<file path="config.mk">
export PLATFORM = sky130hd
export DESIGN_NAME = tx_frame_scheduler
export DESIGN_NICKNAME = d
export VERILOG_FILES = /design/src/rtl/tx_sched_pkg.sv /design/src/rtl/ce_tick_counter.sv /design/src/rtl/tx_frame_scheduler.sv
export SDC_FILE = /design/constraint.sdc
export NUM_CORES = 1
export LEC_CHECK = 0
export BUFFER_PORTS_ARGS = -buffer_cell sky130_fd_sc_hd__buf_4
export CORE_MARGIN = 4
export CORE_UTILIZATION = 25
export CTS_CLUSTER_DIAMETER = 80
export DETAILED_ROUTE_END_ITERATION = 6
export PLACE_DENSITY = 0.5
export REMOVE_ABC_BUFFERS = 1
export SYNTH_ARGS = -nofsm -noshare
export SYNTH_HDL_FRONTEND = slang
export SYNTH_SLANG_ARGS = --single-unit
</file>
<file path="constraint.sdc">
create_clock -name clk_32M768 -period 2.3 [get_ports clk_32M768]
set_input_delay 0.115 -clock clk_32M768 [delete_from_list [all_inputs] [get_ports clk_32M768]]
set_output_delay 0.115 -clock clk_32M768 [all_outputs]
set_load 0.02 [all_outputs]
</file>
<file path="src/rtl/tx_sched_pkg.sv">
// rtl/tx_sched_pkg.sv - shared state encoding and default timing constants for the tx frame scheduler
package tx_sched_pkg;

    // Encoding 2'd3 is deliberately unused; the FSM treats it as illegal and recovers to IDLE
    typedef enum logic [1:0] {
        ST_IDLE = 2'd0,
        ST_SEND = 2'd1,
        ST_GAP  = 2'd2
    } state_t;

    localparam int DEF_GAP_TICKS     = 64;
    localparam int DEF_TIMEOUT_TICKS = 8192;
    localparam int DEF_CNT_W         = 16;
    localparam int TICK_W            = 16;

endpackage

</file>
<file path="src/rtl/ce_tick_counter.sv">
// rtl/ce_tick_counter.sv - 16-bit clock-enable tick counter with sync clear and terminal-count flag
module ce_tick_counter
    import tx_sched_pkg::*;
(
    input  logic              clk,
    input  logic              rst_n,
    input  logic              clr,
    input  logic              ce,
    input  logic [TICK_W-1:0] terminal,
    output logic              at_terminal
);

    logic [TICK_W-1:0] count;

    // Count qualified ticks; clear has priority so a state entry always starts from zero
    always_ff @(posedge clk or negedge rst_n) begin
        if (!rst_n) begin
            count <= '0;
        end else if (clr) begin
            count <= '0;
        end else if (ce) begin
            count <= count + 16'd1;
        end
    end

    // Flag the tick on which the counter already holds the terminal value
    assign at_terminal = ce && (count == terminal);

endmodule

</file>
<file path="src/rtl/tx_frame_scheduler.sv">
// rtl/tx_frame_scheduler.sv - packet start sequencer with config latch, inter-packet gap and send timeout
module tx_frame_scheduler
    import tx_sched_pkg::*;
#(
    parameter int GAP_TICKS     = DEF_GAP_TICKS,
    parameter int TIMEOUT_TICKS = DEF_TIMEOUT_TICKS,
    parameter int CNT_W         = DEF_CNT_W
) (
    input  logic             clk_32M768,
    input  logic             rst_n_32M768,
    input  logic             clk_1M024,
    input  logic             tx_en,
    input  logic             err_clr,
    input  logic [3:0]       MODE_CTRL_req,
    input  logic [3:0]       DELAY_CNT_req,
    input  logic [15:0]      TX_PHASE_CONFIG_req,
    input  logic             pkt_sent,
    output logic [3:0]       MODE_CTRL,
    output logic [3:0]       DELAY_CNT,
    output logic [15:0]      TX_PHASE_CONFIG,
    output logic             pkt_start,
    output logic             chain_run,
    output logic             busy,
    output logic [CNT_W-1:0] pkt_count,
    output logic             timeout_err,
    output logic [1:0]       state_o
);

    localparam logic [TICK_W-1:0] GAP_TC     = TICK_W'(GAP_TICKS - 1);
    localparam logic [TICK_W-1:0] TIMEOUT_TC = TICK_W'(TIMEOUT_TICKS - 1);

    state_t state;
    state_t state_next;
    logic   start_evt;
    logic   sent_evt;
    logic   tmo_evt;
    logic   cnt_clr;
    logic   gap_tc;
    logic   tmo_tc;

    // Both tick counters restart whenever the FSM enters a state, including GAP->SEND
    assign cnt_clr = (state_next != state);

    ce_tick_counter u_gap_cnt (
        .clk         (clk_32M768),
        .rst_n       (rst_n_32M768),
        .clr         (cnt_clr),
        .ce          (clk_1M024 && (state == ST_GAP)),
        .terminal    (GAP_TC),
        .at_terminal (gap_tc)
    );

    ce_tick_counter u_tmo_cnt (
        .clk         (clk_32M768),
        .rst_n       (rst_n_32M768),
        .clr         (cnt_clr),
        .ce          (clk_1M024 && (state == ST_SEND)),
        .terminal    (TIMEOUT_TC),
        .at_terminal (tmo_tc)
    );

    // State register
    always_ff @(posedge clk_32M768 or negedge rst_n_32M768) begin
        if (!rst_n_32M768) begin
            state <= ST_IDLE;
        end else begin
            state <= state_next;
        end
    end

    // Next-state decode and one-cycle event strobes; pkt_sent outranks the timeout tick
    always_comb begin
        state_next = state;
        start_evt  = 1'b0;
        sent_evt   = 1'b0;
        tmo_evt    = 1'b0;
        case (state)
            ST_IDLE: begin
                if (clk_1M024 && tx_en) begin
                    state_next = ST_SEND;
                    start_evt  = 1'b1;
                end
            end
            ST_SEND: begin
                if (pkt_sent) begin
                    state_next = ST_GAP;
                    sent_evt   = 1'b1;
                end else if (tmo_tc) begin
                    state_next = ST_GAP;
                    tmo_evt    = 1'b1;
                end
            end
            ST_GAP: begin
                if (gap_tc) begin
                    if (tx_en) begin
                        state_next = ST_SEND;
                        start_evt  = 1'b1;
                    end else begin
                        state_next = ST_IDLE;
                    end
                end
            end
            default: begin
                state_next = ST_IDLE;
            end
        endcase
    end

    // Registered outputs: config latched only at packet start, status derived from the next state
    always_ff @(posedge clk_32M768 or negedge rst_n_32M768) begin
        if (!rst_n_32M768) begin
            MODE_CTRL       <= '0;
            DELAY_CNT       <= '0;
            TX_PHASE_CONFIG <= '0;
            pkt_start       <= 1'b0;
            chain_run       <= 1'b0;
            busy            <= 1'b0;
            pkt_count       <= '0;
            timeout_err     <= 1'b0;
        end else begin
            pkt_start <= start_evt;
            chain_run <= (state_next == ST_SEND);
            busy      <= (state_next != ST_IDLE);
            if (start_evt) begin
                MODE_CTRL       <= MODE_CTRL_req;
                DELAY_CNT       <= DELAY_CNT_req;
                TX_PHASE_CONFIG <= TX_PHASE_CONFIG_req;
            end
            if (sent_evt) begin
                pkt_count <= pkt_count + {{(CNT_W-1){1'b0}}, 1'b1};
            end
            if (tmo_evt) begin
                timeout_err <= 1'b1;
            end else if (err_clr) begin
                timeout_err <= 1'b0;
            end
        end
    end

    assign state_o = state;

endmodule
</file>
==> run summary <==
Status - finished, final reports clean
Total GRT Usage - 9.66%
IO buf count - 75
CTS Buf Count - 9
Clock Path Buffers - 2
Worst-margin pin slew - 0.545 ns
Crit path max-delay cell type - or4_4
Slowest stage delay, CP - 0.56 ns
Clk sinks - 78
RR Startpoint - u_gap_cnt.count[11]
Rows - 43
Seq pwr share - 38.0%
Commonest cells post-synth - 78 x dfrtp_1, 39 x nor2_1, 26 x xor2_1
Initial Utilization - 25.5%
Core region area - 13,900 sq um
Seq cells post-synth - 78
Worst slew margin - 63.5%
Io pins - 76
Ant diodes - 0
Worst Path Buf+Inv - 1
Synth warn - 0
Syn Inst Count - 294
Overflow after GRT - 0
Worst-path fanout max - 26
Hold Crit Start - TX_PHASE_CONFIG_req[13]
Vias in the first global route - 2,460
Max Freq - 464 MHz
Period utilisation layout - 93.8%
TNS Setup - 0 ns
Post-placement cell count - 552
Clock power frac - 28.6%
Most used DFF post-synth - dfrtp_1
Synthesized area - 3560 sq um
Asr flop ratio synth - 100%
VDD IR max - 0.000449 V
H-tree depth - 3
Switching Fraction - 31.9%
Worst clock skew - 0.00525 ns
Arr. time, crit path - 2.38 ns
Largest net degree at the start of global routing - 47
Fin util - 34.2%
Worst Hold Class - primary input to flip-flop
Combinational power share - 33.4%
Die Width - 127 microns
Final Hold Viols - 0
Most frequent cell after synthesis - dfrtp_1
Synth top area share - 54.9%
Syn_area_per_cell - 12.1 sq um
Detail Route Antenna Nets - 0
Setup CP Type - flip-flop to flip-flop
Max cap viols - 0
Die Area - 16,200 sq um
Static leakage - 2.27 nW
Worst Setup Start Kind - flip-flop
Post-Route WL - 7.59 mm
Antenna violations before repair - 0
Clk slew on worst S/H paths - 0.06 ns
CTS root buf - clkbuf_16
Power per cell area - 1040 nW/um^2
Final setup viols - 0
TritonCTS clock tree - yes
Yosys top cell by area - dfrtp_1
EDFF count, synth - 0
Worst skew pair latency - 0.34 ns
Ranking of synthesized cells by area - dfrtp_1 55%, mux2_4 7.6%, xor2_1 6.4%
Net Switching - 1.58 mW
Avg Vias per Cell - 4.28
Drt first pass iters - 4
Worst path cell trace - or4_4, nor4_4, a21oi_4, inv_8, mux2_2
CP endpoint kind - flip-flop
Nets - 428
Routed wire per std cell - 13.1 microns
GPL Wtd Cong - 0.748
Synthesis-to-finish area growth - 34.0%
Dpl hpwl - 5.42 mm
Layout cells sized above 1 - 33.8%
First-pass GRT wire length - 12.5 mm
Fin crit period - 2.16 ns
Die Span Y - 127 microns
Data required, critical path - 2.52 ns
Initial DRC Count - 108
Delay-heaviest family, CP - simple AND/OR/NAND/NOR gates
Netlist cell types - 39
Pint - 3.38 mW
Setup bufs post-CTS - 0
DRC Markers - 0
Seq/Total Area, Yosys - 54.9%
Routed via count - 2,485
Final Slew Violations - 0
Post-route setup slack - 0.143 ns
RSZ-0062 raised after global routing - no
Non-filler cells, final - 580
Post-placement setup slack - 0.0914 ns
Crit. Startpoint - u_gap_cnt.count[11]
## layout by cell type, fill, tap and decap left out, drive strengths merged, types with 2 or more instances in the layout
cell type,count
buf,86
dfrtp,78
nor2,39
xor2,26
mux2,25
nand2,19
xnor2,18
nand3,16
nand4,13
dlygate4sd3,12
clkbuf,11
and3,9
nor3,8
inv,7
ha,3
a21oi,3
nand3b,2
mux2i,2
and4,2
clkinvlp,2
or4,2
nor4,2
and2,2
clkinv,2
## timing repair
item,4_1_cts,5_1_grt
hold endpoints to repair,42,0
resized for setup,0,1
setup endpoints to repair,0,1
hold buffers,12,0
## flip-flops by register name (all words and copies together) (netlist names)
register and cells:
timeout_err 1, MODE_CTRL 4, TX_PHASE_CONFIG 16, pkt_start 1
u_tmo_cnt.count 16, busy 1, chain_run 1, pkt_count 16
u_gap_cnt.count 16, state_o 2, DELAY_CNT 4
## metrics by stage
step                hold WS, ns  total power, mW  instance area (sq um)
finish                   0.0139             4.97                   4770
global route            0.00137             5.23                   4770
CTS                   0.0000655             5.05                   4770
detailed placement       0.0946             3.57                   4350
global placement         0.0970             3.55                   4350
floorplan                -0.181             2.83                   3460
## routing by layer
metal / vias up / global-route usage (%) / wire length [microns]
met2: 70 / 13.6 / 3220
met4: 0 / 4.35 / 137
met3: 13 / 3.26 / 568
met1: 1196 / 13.4 / 3670
met5: - / 0 / 0
li1: 1206 / - / -
## power by group through the flow
stage	registers (mW)	logic, mW	clock network [mW]
4_1_cts	1.89	1.68	1.47
3_3_place_gp	1.92	1.64	0
5_1_grt	1.93	1.78	1.52
2_1_floorplan	2.25	0.579	0
3_5_place_dp	1.91	1.66	0
6_report	1.89	1.66	1.42
## worst paths after layout
check                                       to  cells past startpoint  slack [ns]
setup / recovery                  DELAY_CNT[3]                      5        0.14
hold / removal             TX_PHASE_CONFIG[13]                      2        0.01
setup reg to reg                  DELAY_CNT[3]                      5        0.14
hold reg to reg                  pkt_count[15]                      1        0.46
max in group asynchronous   u_gap_cnt.count[2]                      3        1.44
min in group asynchronous         pkt_count[7]                      2        0.27
## logic make-up (layout without fill, tap and decap cells)
logic type	Yosys count	after routing	synth area share [%]
multiplexers	27	27	10.4
buffers and inverters	15	121	3.59
XOR/XNOR	44	44	10.8
AND/OR/NAND/NOR	120	120	17.5
flip-flops	78	78	54.9
adder cells (fa/ha/maj)	3	3	1.05
AO/OA/AOI/OAI	7	7	1.76
## worst reg2reg max path: stages, from the launching register on
cell and delay, ns:
dfrtp_1 0.41, or4_4 0.56, nor4_4 0.31, a21oi_4 0.15, inv_8 0.22, mux2_2 0.39
## final cells by class
class | count | area (sq um)
clock inverter | 5 | 58.8
clock buffer | 11 | 243
fill | 1400 | 9170
inverter | 7 | 33.8
multi-input combinational | 201 | 1480
timing repair buffer | 98 | 778
sequential | 78 | 1950
tap | 180 | 225
Note: power is estimated with default switching activity, not from simulation.
